==> src/rtl/register_file_if.sv <==
// Register-file port bundle: one write port, two read ports and the busy/reservation scoreboard.
// The requester drives the master side; register_file takes the slave side.
interface register_file_if #(
    parameter int unsigned XLEN  = 32,
    parameter int unsigned NREGS = 32
);
    localparam int unsigned AW = $clog2(NREGS);

    logic            store;
    logic [AW-1:0]   wr_addr;
    logic [XLEN-1:0] data;

    logic            enable_a;
    logic [AW-1:0]   addr_a;
    logic [XLEN-1:0] a_out;
    logic            a_busy;

    logic            enable_b;
    logic [AW-1:0]   addr_b;
    logic [XLEN-1:0] b_out;
    logic            b_busy;

    logic            rsv_en;
    logic [AW-1:0]   rsv_addr;
    logic            flush;
    logic [AW:0]     busy_count;

    modport master (
        output store, wr_addr, data,
        output enable_a, addr_a, enable_b, addr_b,
        output rsv_en, rsv_addr, flush,
        input  a_out, a_busy, b_out, b_busy, busy_count
    );

    modport slave (
        input  store, wr_addr, data,
        input  enable_a, addr_a, enable_b, addr_b,
        input  rsv_en, rsv_addr, flush,
        output a_out, a_busy, b_out, b_busy, busy_count
    );
endinterface

==> src/rtl/register_file.sv <==
// Two-read/one-write register file with write-first bypass, a per-register busy scoreboard
// and a registered count of busy registers. Register 0 is hardwired to zero and never busy.
module register_file #(
    parameter int unsigned XLEN  = 32,
    parameter int unsigned NREGS = 32
) (
    input logic            clk,
    input logic            reset_n,
    register_file_if.slave rf
);
    localparam int unsigned AW = $clog2(NREGS);
    localparam int unsigned CW = AW + 1;

    logic [XLEN-1:0] regs_q [NREGS];
    logic [XLEN-1:0] regs_d [NREGS];
    logic [NREGS-1:0] busy_q;
    logic [NREGS-1:0] busy_d;
    logic [CW-1:0]    count_q;
    logic [CW-1:0]    count_d;

    logic wr_valid_c;
    logic rsv_valid_c;
    logic cnt_inc_c;
    logic cnt_dec_c;

    assign wr_valid_c  = rf.store  && (rf.wr_addr  != '0);
    assign rsv_valid_c = rf.rsv_en && (rf.rsv_addr != '0);

    // Next state: writeback clears busy, a same-cycle reserve re-sets it, flush clears everything.
    always_comb begin
        regs_d    = regs_q;
        busy_d    = busy_q;
        count_d   = count_q;
        cnt_inc_c = 1'b0;
        cnt_dec_c = 1'b0;

        if (wr_valid_c) begin
            regs_d[rf.wr_addr] = rf.data;
            busy_d[rf.wr_addr] = 1'b0;
        end
        if (rsv_valid_c) begin
            busy_d[rf.rsv_addr] = 1'b1;
        end

        cnt_inc_c = rsv_valid_c && !busy_q[rf.rsv_addr];
        cnt_dec_c = wr_valid_c && busy_q[rf.wr_addr]
                    && !(rsv_valid_c && (rf.rsv_addr == rf.wr_addr));

        if (rf.flush) begin
            busy_d  = '0;
            count_d = '0;
        end else begin
            count_d = count_q + CW'(cnt_inc_c) - CW'(cnt_dec_c);
        end

        busy_d[0] = 1'b0;
    end

    always_ff @(posedge clk or negedge reset_n) begin
        if (!reset_n) begin
            for (int i = 0; i < int'(NREGS); i++) begin
                regs_q[i] <= '0;
            end
            busy_q  <= '0;
            count_q <= '0;
        end else begin
            regs_q  <= regs_d;
            busy_q  <= busy_d;
            count_q <= count_d;
        end
    end

    // Read port A: write-first bypass, register 0 reads zero, disabled port reads zero.
    always_comb begin
        rf.a_out = '0;
        if (rf.enable_a) begin
            if (wr_valid_c && (rf.wr_addr == rf.addr_a)) begin
                rf.a_out = rf.data;
            end else if (rf.addr_a != '0) begin
                rf.a_out = regs_q[rf.addr_a];
            end
        end
    end

    always_comb begin
        rf.b_out = '0;
        if (rf.enable_b) begin
            if (wr_valid_c && (rf.wr_addr == rf.addr_b)) begin
                rf.b_out = rf.data;
            end else if (rf.addr_b != '0) begin
                rf.b_out = regs_q[rf.addr_b];
            end
        end
    end

    // Busy flags reflect registered state only; same-cycle reserve/writeback are not bypassed.
    assign rf.a_busy     = rf.enable_a && busy_q[rf.addr_a];
    assign rf.b_busy     = rf.enable_b && busy_q[rf.addr_b];
    assign rf.busy_count = count_q;
endmodule

==> src/flat_wrapper.sv <==
// flat-port wrapper written by rule: the top's interface ports become plain ports
module register_file_flat 
#(
    parameter int unsigned XLEN  = 32,
    parameter int unsigned NREGS = 32
)
  (clk, reset_n, rf_store, rf_wr_addr, rf_data, rf_enable_a, rf_addr_a, rf_enable_b, rf_addr_b, rf_rsv_en, rf_rsv_addr, rf_flush, rf_a_out, rf_a_busy, rf_b_out, rf_b_busy, rf_busy_count);
  register_file_if #(.XLEN(XLEN), .NREGS(NREGS)) rf_i ();
  input logic clk;
  input logic reset_n;
  input wire logic [$bits(rf_i.store)-1:0] rf_store;
  input wire logic [$bits(rf_i.wr_addr)-1:0] rf_wr_addr;
  input wire logic [$bits(rf_i.data)-1:0] rf_data;
  input wire logic [$bits(rf_i.enable_a)-1:0] rf_enable_a;
  input wire logic [$bits(rf_i.addr_a)-1:0] rf_addr_a;
  input wire logic [$bits(rf_i.enable_b)-1:0] rf_enable_b;
  input wire logic [$bits(rf_i.addr_b)-1:0] rf_addr_b;
  input wire logic [$bits(rf_i.rsv_en)-1:0] rf_rsv_en;
  input wire logic [$bits(rf_i.rsv_addr)-1:0] rf_rsv_addr;
  input wire logic [$bits(rf_i.flush)-1:0] rf_flush;
  output wire logic [$bits(rf_i.a_out)-1:0] rf_a_out;
  output wire logic [$bits(rf_i.a_busy)-1:0] rf_a_busy;
  output wire logic [$bits(rf_i.b_out)-1:0] rf_b_out;
  output wire logic [$bits(rf_i.b_busy)-1:0] rf_b_busy;
  output wire logic [$bits(rf_i.busy_count)-1:0] rf_busy_count;
  assign rf_i.store = rf_store;
  assign rf_i.wr_addr = rf_wr_addr;
  assign rf_i.data = rf_data;
  assign rf_i.enable_a = rf_enable_a;
  assign rf_i.addr_a = rf_addr_a;
  assign rf_i.enable_b = rf_enable_b;
  assign rf_i.addr_b = rf_addr_b;
  assign rf_i.rsv_en = rf_rsv_en;
  assign rf_i.rsv_addr = rf_rsv_addr;
  assign rf_i.flush = rf_flush;
  assign rf_a_out = rf_i.a_out;
  assign rf_a_busy = rf_i.a_busy;
  assign rf_b_out = rf_i.b_out;
  assign rf_b_busy = rf_i.b_busy;
  assign rf_busy_count = rf_i.busy_count;
  register_file #(.XLEN(XLEN), .NREGS(NREGS)) u_core (.clk(clk), .reset_n(reset_n), .rf(rf_i));
endmodule
==> config.mk <==
export PLATFORM = sky130hd
export DESIGN_NAME = register_file_flat
export DESIGN_NICKNAME = d
export VERILOG_FILES = /design/src/rtl/register_file_if.sv /design/src/rtl/register_file.sv /design/src/flat_wrapper.sv
export SDC_FILE = /design/constraint.sdc
export NUM_CORES = 2
export LEC_CHECK = 0
export CORE_MARGIN = 3
export CORE_UTILIZATION = 36
export DETAILED_ROUTE_END_ITERATION = 10
export RECOVER_POWER = 100
export SETUP_SLACK_MARGIN = 0.02
export SYNTH_ARGS = -nofsm -noshare
export SYNTH_HDL_FRONTEND = slang
export SYNTH_SLANG_ARGS = --single-unit
==> constraint.sdc <==
create_clock -name clk -period 4.2 [get_ports clk]
set_input_delay 0.84 -clock clk [delete_from_list [all_inputs] [get_ports clk]]
set_output_delay 0.84 -clock clk [all_outputs]
set_load 0.02 [all_outputs]
==> results.toml <==
[status]
outcome = "complete, but fails checks"
violations = "max-capacitance violations, max-slew violations, negative setup slack"

[clocking]
cts_buffer_depth = 3
clk_pin_slew_ps = 50
cts_root_buffer = "clkbuf_16"
cts_tree = "done"
cts_buffers = 114
hold_buffers = 0
insertion_delay_ps = 790
h-tree-depth = 3
cts.sinks = 1061

[pwr]
p_leak_nw = 28.9
power_frac_clock_pct = 34.5
switchingPower_mw = 8.65
total_power_mw = 30.8
pwr_density_cell_nw_per_um2 = 456
p_int_mw = 22.1
power_frac_seq_pct = 43.9
combPwrFrac_pct = 21.6
swShare_pct = 28.1
ir_drop_v = 0.000372

[finish]
drive_gt1_share_pct = 50.5
layout.nets = 4281
layout_common_cells = "dfrtp_1 (1,061), mux2_2 (1,000), mux4_2 (487)"
final_common_cell = "dfrtp_1"
syn_to_final_growth_pct = 16.7
n_fill_cell = 14500

[worst_setup_path]
worstPathRequired_ps = 3360
crit_path_start_kind = "input pin"
crit_fanout = 33
arrival_ps = 3390
critical_path_class = "in -> out"
crit_path_end_kind = "primary output"
ff2ff_setup_slack_ps = 900

[logic_synthesis]
syn_inst = 3987
ys_ff_latch = 1061
yosysTopAreaCellShare_pct = 45.9
synth-edff-count = 0
synthFlopType = "dfrtp_1"
yosys_warnings = 0
syn_area_sq_um = 57900
yosysSeqAreaShare_pct = 45.9
synth_area_leaders = "dfrtp_1 (46%), mux2_2 (19%), mux4_2 (19%)"
syn_area_per_cell_sq_um = 14.5
yosysTopAreaCell = "dfrtp_1"
async_flop_share_pct = 100
ys_types = 63
synth_nets = 4053

[route]
antenna_left = 0
drtIter0Drc = 4163
routed_wl_um = 208000
viasPerCell = 6.18
vias = 39900
wire_per_inst_um = 32.2
drc = 0
drtPass1Iterations = 6

[floorplan]
start_util_pct = 36.4
die_area_sq_um = 166000
ios = 131
die_h_um = 407
coreArea_sq_um = 159000
num_rows = 146
die-width_um = 407

[timing]
finalWorstSetupSlack_ps = -25.3
finClkSkew_ps = 28.3
tightest_slew_ps = 2790
period_share_pct = 101
max_freq_ghz = 0.237
setup_violations = 1
slew_headroom_pct = -85.9
holdWs_ps = 393
hold_viol = 0
report.final.slew_viol_count = 655
rsz0062_at_grt = "true"
layout_min_cycle_time_ps = 4230

[global_route]
grt_overflow = 0
grt_pass1_vias = 40600
grt_max_degree = 85
grt_antenna_before_repair = 7
track_usage_pct = 25.1
grt_pass1_wl_um = 301000

[hold_path]
hold_class = "reg -> reg"

[placement]
dp_hpwl_um = 131000
portBuffers = 130
place_worst_setup_slack_ps = -504
globalplace.congestion = 0.865

[job]
maxCapViolCount = 26
-- metal layers --
metal,wire length [um],vias to the layer above,track usage (%)
met2,96300,1907,39.2
met5,31,-,0
met3,17900,436,5.62
met1,84800,21700,33.9
met4,9090,4,10.4
li1,-,15900,-
-- logic make-up after synthesis --
group           Yosys count  share of synthesized area (%)
fa+ha+maj                 7                          0.164
compound gates          461                           5.74
xor+xnor                 19                          0.288
buf+inv                 459                           3.78
simple gates            319                           2.64
mux                    1661                           41.5
flops                  1061                           45.9
-- worst paths after layout --
path / start / endpoint / depth (start not counted)
setup / recovery: rf_addr_a[2] / rf_a_out[15] / 9
hold / removal: u_core.regs_q[1010] / u_core.regs_q[1010] / 0
setup reg to reg: u_core.busy_q[31] / u_core.rf.busy_count[4] / 13
hold reg to reg: u_core.regs_q[1010] / u_core.regs_q[1010] / 0
max in group asynchronous: reset_n / u_core.regs_q[357] / 2
min in group asynchronous: reset_n / u_core.regs_q[842] / 1
-- power by group through the flow --
stage | Combinational [mW] | Clock [mW] | Sequential, mW
6_report | 6.63 | 10.6 | 13.5
5_1_grt | 7.08 | 11.2 | 13.7
4_1_cts | 6.71 | 10.8 | 13.4
3_5_place_dp | 6.65 | 0 | 13.6
3_3_place_gp | 6.55 | 0 | 13.5
2_1_floorplan | 4.72 | 0 | 13.2
-- repair_timing --
item | 4_1_cts | 5_1_grt
pin swaps | 9 | 4
setup endpoints to repair | 51 | 16
buffers inserted | 10 | 1
gates cloned | 1 | 0
resized for setup | 71 | 8
-- critical path, cell delays in order --
cell,delay [ps]
buf_4,330
buf_12,340
nor2_1,120
buf_4,190
a21oi_2,320
buf_12,230
a221oi_1,130
o31ai_1,580
buf_4,260
-- registers in the layout (all words and copies together) (netlist names) --
name / count
u_core.regs_q: 1024
u_core.rf.busy_count: 6
u_core.busy_q: 31
-- cell usage after synthesis (16+ instances only) --
| cell type | instances |
|---|---|
| dfrtp_1 | 1061 |
| mux4_2 | 487 |
| a22oi_1 | 53 |
| a221o_1 | 40 |
| mux2i_1 | 144 |
| a31oi_1 | 16 |
| mux2_2 | 1000 |
| buf_1 | 29 |
| nor2_1 | 85 |
| buf_2 | 140 |
| a211oi_1 | 26 |
| clkbuf_1 | 227 |
| o22ai_1 | 52 |
| nand2b_1 | 21 |
| buf_4 | 32 |
| xnor2_1 | 16 |
| a221oi_1 | 52 |
| nor2b_1 | 30 |
| a22o_1 | 34 |
| o21ai_0 | 52 |
| mux2_1 | 30 |
| a21oi_1 | 68 |
| nand2_1 | 115 |
-- through the flow --
| step | util, % | std cells | setup TNS [ps] | instance area (sq um) |
|---|---|---|---|---|
| floorplan | - | 3987 | 0 | 57900 |
| global placement | 40.4 | 6233 | -7590 | 64300 |
| detailed placement | 40.4 | 6233 | -7180 | 64300 |
| CTS | 43.0 | 6455 | 0 | 68400 |
| global route | 42.4 | 6456 | -35.1 | 67500 |
| finish | 42.4 | 6462 | -25.3 | 67500 |
-- area by class of cell --
class | count | area, sq um | area share, %
diodes | 6 | 15.0 | 0.0222
clock buffers | 161 | 3250 | 4.82
clock inverters | 50 | 646 | 0.956
inverters | 12 | 45.0 | 0.0667
multi-input cells | 2467 | 29400 | 43.5
flip-flops and latches | 1061 | 26600 | 39.3
well taps | 2146 | 2690 | 3.98
repair buffers | 559 | 4940 | 7.32
(Power assumes the default switching activity.)
